==> src/rtl/gray_pointer_receiver.sv <==
// Receive side of a gray-coded pointer crossing: synchronize, decode to binary,
// report per-cycle modular progress and flag multi-bit gray transitions.
module gray_pointer_receiver #(
    parameter int WIDTH       = 8,
    parameter int SYNC_STAGES = 2
) (
    input  logic             clk,
    input  logic             rst_n,
    input  logic [WIDTH-1:0] gray_in,
    input  logic             clear_error,
    output logic             valid,
    output logic [WIDTH-1:0] binary_out,
    output logic [WIDTH-1:0] delta,
    output logic             advanced,
    output logic             skip_error
);
    localparam int PRIME_MAX = SYNC_STAGES + 1;
    localparam int CW        = $clog2(PRIME_MAX + 1);

    logic [SYNC_STAGES-1:0][WIDTH-1:0] r_sync;
    logic [WIDTH-1:0]                  r_g_prev;
    logic [WIDTH-1:0]                  r_bin;
    logic [WIDTH-1:0]                  r_delta;
    logic                              r_adv;
    logic                              r_err;
    logic [CW-1:0]                     r_prime;

    logic [WIDTH-1:0] w_g_s;
    logic [WIDTH-1:0] w_b_new;
    logic [WIDTH-1:0] w_diff;
    logic [WIDTH-1:0] w_delta;
    logic             w_valid;
    logic             w_multi;

    assign w_g_s   = r_sync[SYNC_STAGES-1];
    assign w_valid = (r_prime == CW'(PRIME_MAX));
    assign w_diff  = w_g_s ^ r_g_prev;
    // Clearing the lowest set bit leaves something only if two or more bits differ.
    assign w_multi = (w_diff & (w_diff - WIDTH'(1))) != '0;
    assign w_delta = w_b_new - r_bin;

    always_comb begin
        w_b_new = '0;
        for (int i = 0; i < WIDTH; i++)
            w_b_new[i] = ^(w_g_s >> i);
    end

    always_ff @(posedge clk or negedge rst_n) begin
        if (!rst_n) begin
            r_sync   <= '0;
            r_g_prev <= '0;
            r_bin    <= '0;
            r_delta  <= '0;
            r_adv    <= 1'b0;
            r_err    <= 1'b0;
            r_prime  <= '0;
        end else begin
            r_sync   <= {r_sync[SYNC_STAGES-2:0], gray_in};
            r_g_prev <= w_g_s;
            r_bin    <= w_b_new;
            // Set has priority over a simultaneous clear.
            r_err    <= (w_valid && w_multi) || (r_err && !clear_error);
            if (!w_valid) begin
                r_prime <= r_prime + CW'(1);
                r_delta <= '0;
                r_adv   <= 1'b0;
            end else begin
                r_delta <= w_delta;
                r_adv   <= (w_delta != '0);
            end
        end
    end

    assign valid      = w_valid;
    assign binary_out = r_bin;
    assign delta      = r_delta;
    assign advanced   = r_adv;
    assign skip_error = r_err;
endmodule

==> config.mk <==
export PLATFORM = sky130hd
export DESIGN_NAME = gray_pointer_receiver
export DESIGN_NICKNAME = d
export VERILOG_FILES = /design/src/rtl/gray_pointer_receiver.sv
export SDC_FILE = /design/constraint.sdc
export NUM_CORES = 1
export LEC_CHECK = 0
export ABC_AREA = 1
export CAP_MARGIN = 20
export CORE_ASPECT_RATIO = 0.8
export CORE_MARGIN = 3
export CORE_UTILIZATION = 36
export CTS_BUF_LIST = sky130_fd_sc_hd__clkbuf_8
export CTS_CLUSTER_DIAMETER = 120
export DETAILED_ROUTE_END_ITERATION = 10
export MAX_ROUTING_LAYER = met4
export PLACE_DENSITY = 0.69
export SLEW_MARGIN = 10
export SYNTH_ARGS = -nofsm -noshare
export SYNTH_HDL_FRONTEND = slang
export SYNTH_SLANG_ARGS = --single-unit
==> constraint.sdc <==
create_clock -name clk -period 2.3 [get_ports clk]
set_input_delay 0.23 -clock clk [delete_from_list [all_inputs] [get_ports clk]]
set_output_delay 0.23 -clock clk [all_outputs]
set_load 0.005 [all_outputs]
==> impl_metrics.env <==
export IMPL_status="complete, but fails checks"
export IMPL_violations="setup timing"
export IMPL_cts_made_buffers=5
export IMPL_clk_latency_ns=0.30
export IMPL_wl_per_cell_um=11.2
export IMPL_end_kind="flop"
export IMPL_clock_skew_ns=0.00736
export IMPL_gp_congestion=0.851
export IMPL_power_density_nw_per_um2=898
export IMPL_layoutNonFillerInstCount=387
export IMPL_cts_hold_buffers=0
export IMPL_htree_levels=2
export IMPL_placed_area_um2=2620
export IMPL_fin_crit_sh_pct=113
export IMPL_die_area_um2=6690
export IMPL_rows=24
export IMPL_syn_nets=260
export IMPL_synth_cell_types=23
export IMPL_finalSetupViolations=5
export IMPL_port_buffers=29
export IMPL_synth_area_um2=2060
export IMPL_syn_area_per_cell_um2=8.60
export IMPL_cts_root_buffer="clkbuf_8"
export IMPL_die_x_um=90.7
export IMPL_ir_drop_uv=396
export IMPL_crit_fanout=3
export IMPL_dp_cells=369
export IMPL_crit_arrival_ns=2.79
export IMPL_slowest_delay_ns=0.52
export IMPL_drt_pre_antenna_iters=4
export IMPL_tightest_slew_ns=0.921
export IMPL_postSynthCellCount=240
export IMPL_drc_errors=0
export IMPL_fill_cells=496
export IMPL_final_max_slew_violation_count=0
export IMPL_grt_usage_pct=13.1
export IMPL_yosysWarnings=0
export IMPL_setup_slack_ns=-0.304
export IMPL_grt_pass1_vias=1577
export IMPL_worstPathRequired_ns=2.49
export IMPL_gr_total_overflow=0
export IMPL_wirelength_mm=4.32
export IMPL_final_area_um2=3060
export IMPL_clkTransAtPathRegs_ns=0.08
export IMPL_cts_sinks=43
export IMPL_via_per_inst=4.41
export IMPL_relSlewSlack_pct=38.6
export IMPL_antenna_cells=0
export IMPL_final_core_util_pct=55.6
export IMPL_worstSetupPathType="reg2reg"
export IMPL_route_vias_total=1705
export IMPL_path_cells="inv_2 > nand2_2 > nand2_4 > xor2_4 > xor2_2 > nand2_2 > nand2_2 > inv_2 > ha_4 > fa_2 > nand2_1 > nor2_1 > nand3_1 > nor2_1 > nand3_1 > nand2_1 > nand2_1"
export IMPL_antenna_found_initial=0
export IMPL_drive_gt1_share_pct=30.7
export IMPL_timing_hold_ws_ns=0.0599
export IMPL_synth_seq_area_share_pct=52.1
export IMPL_period_minus_slack_ns=2.60
export IMPL_finalHoldViolCount=0
export IMPL_startpoint_type="flop"
export IMPL_core_area_um2=5500
export IMPL_leakage_nw=1.52
export IMPL_cap_violations=0
export IMPL_clockBufferDepth=2
export IMPL_grt_pass1_wl_mm=6.69
export IMPL_rsz0062_at_grt="true"
export IMPL_slowest_stage="fa_2"
export IMPL_fmax_ghz=0.384
export IMPL_pin_count=30
export IMPL_drt_iter0_drc=31
export IMPL_die_h_um=73.7
export IMPL_ant_nets=0
export IMPL_dp_final_hpwl_mm=2.90
export IMPL_ys_ff_latch=43
export IMPL_cts_tree="done"
export IMPL_hold_class="in2async"
export IMPL_start_util_pct=37.6
export IMPL_grt_max_degree=44
export IMPL_syn_to_final_growth_pct=48.1
export IMPL_final_nets=328
-- where the power goes --
group	internal (mW)	switching, mW
combinational	0.700	0.612
sequential	0.870	0.0597
clock	0.245	0.260
total	1.82	0.932
-- path summary, 6_finish.rpt --
| kind | endpoint | slack [ns] | depth (start not counted) | startpoint |
|---|---|---|---|---|
| max in group asynchronous | w_g_s[6] | 1.61 | 1 | rst_n |
| min | delta[0] | 0.06 | 1 | rst_n |
| max reg2reg | advanced | -0.30 | 17 | w_g_s[6] |
| max | advanced | -0.30 | 17 | w_g_s[6] |
| min in group clk | w_g_s[1] | 0.35 | 0 | r_sync[1] |
| min reg2reg | w_g_s[1] | 0.35 | 0 | r_sync[1] |
-- repair_timing --
| action | in CTS | in global routing |
|---|---|---|
| pin swaps | 6 | 21 |
| setup buffers | 5 | 6 |
| resized for setup | 12 | 41 |
| setup endpoints to repair | 7 | 7 |
-- sequential cells by signal, summed over array words and instances (netlist names) --
| register | cells |
|---|---|
| advanced | 1 |
| binary_out | 8 |
| delta | 8 |
| r_g_prev | 7 |
| r_prime | 2 |
| r_sync | 8 |
| skip_error | 1 |
| w_g_s | 8 |
-- cell type report --
type / count / area, µm² / area share [%]
inverters: 42 / 160 / 5.24
well taps: 78 / 97.6 / 3.19
multi-input cells: 153 / 1060 / 34.5
clock inverters: 2 / 16.3 / 0.532
flip-flops and latches: 43 / 1080 / 35.2
clock buffers: 6 / 82.6 / 2.70
repair buffers: 63 / 568 / 18.6
-- per-stage QoR --
stage	total power, mW	setup TNS (ns)	setup WS (ns)
after global routing	2.95	-1.55	-0.415
final	2.75	-0.698	-0.304
after CTS	2.47	-0.382	-0.243
after floorplan	1.42	-0.226	-0.196
after detailed placement	1.88	-0.753	-0.259
after global placement	1.86	-0.345	-0.180
-- layer usage --
| layer | vias up | routed length (µm) | track usage, % |
|---|---|---|---|
| li1 | 848 | - | - |
| met1 | 809 | 1710 | 14.1 |
| met2 | 39 | 2270 | 23.1 |
| met3 | 9 | 265 | 3.68 |
| met4 | 0 | 76 | 5.60 |
| met5 | - | 0 | - |
-- layout by cell type, fill, tap and decap left out, drive strengths merged --
cell,instances
a21boi,1
a21oi,6
buf,35
clkbuf,6
clkdlybuf4s50,28
clkinv,2
clkinvlp,1
dfrtp,43
fa,1
ha,8
inv,41
nand2,90
nand3,14
nand3b,1
nand4,1
nor2,16
o21bai,1
or2,1
xnor2,5
xor2,8
-- cell usage after synthesis --
| cell | instances | area, µm² |
|---|---|---|
| a21oi_1 | 6 | 30.0 |
| xor2_4 | 1 | 27.5 |
| xnor2_1 | 5 | 43.8 |
| nand2_2 | 4 | 25.0 |
| nor2_1 | 16 | 60.1 |
| xor2_2 | 2 | 32.5 |
| nand3_1 | 14 | 70.1 |
| nand3b_1 | 1 | 7.51 |
| nand4_1 | 1 | 6.26 |
| xor2_1 | 5 | 43.8 |
| o21bai_1 | 1 | 7.51 |
| clkinv_1 | 1 | 3.75 |
| fa_1 | 1 | 20.0 |
| buf_2 | 1 | 5.00 |
| or2_0 | 1 | 6.26 |
| dfrtp_1 | 43 | 1080 |
| ha_1 | 8 | 100 |
| nand2_1 | 85 | 319 |
| nand2_4 | 1 | 11.3 |
| a21boi_1 | 1 | 7.51 |
| inv_2 | 3 | 11.3 |
| inv_1 | 38 | 143 |
| buf_4 | 1 | 7.51 |
-- critical path, delay by kind of cell (launching register included) --
family / cells / cell delay, ns
xor gates and xnor gates: 2 / 0.39
adders and majority gates: 2 / 0.67
buffers and inverters: 2 / 0.13
DFF: 1 / 0.45
and+or+nand+nor: 11 / 0.86
-- cell families after synthesis --
logic type / share of synthesized area [%]
AND/OR/NAND/NOR: 24.5
buffers and inverters: 8.24
flip-flops: 52.1
XOR/XNOR: 7.15
adder cells (fa/ha/maj): 5.82
AO/OA/AOI/OAI: 2.18
Note: power is estimated with default switching activity, not from simulation.
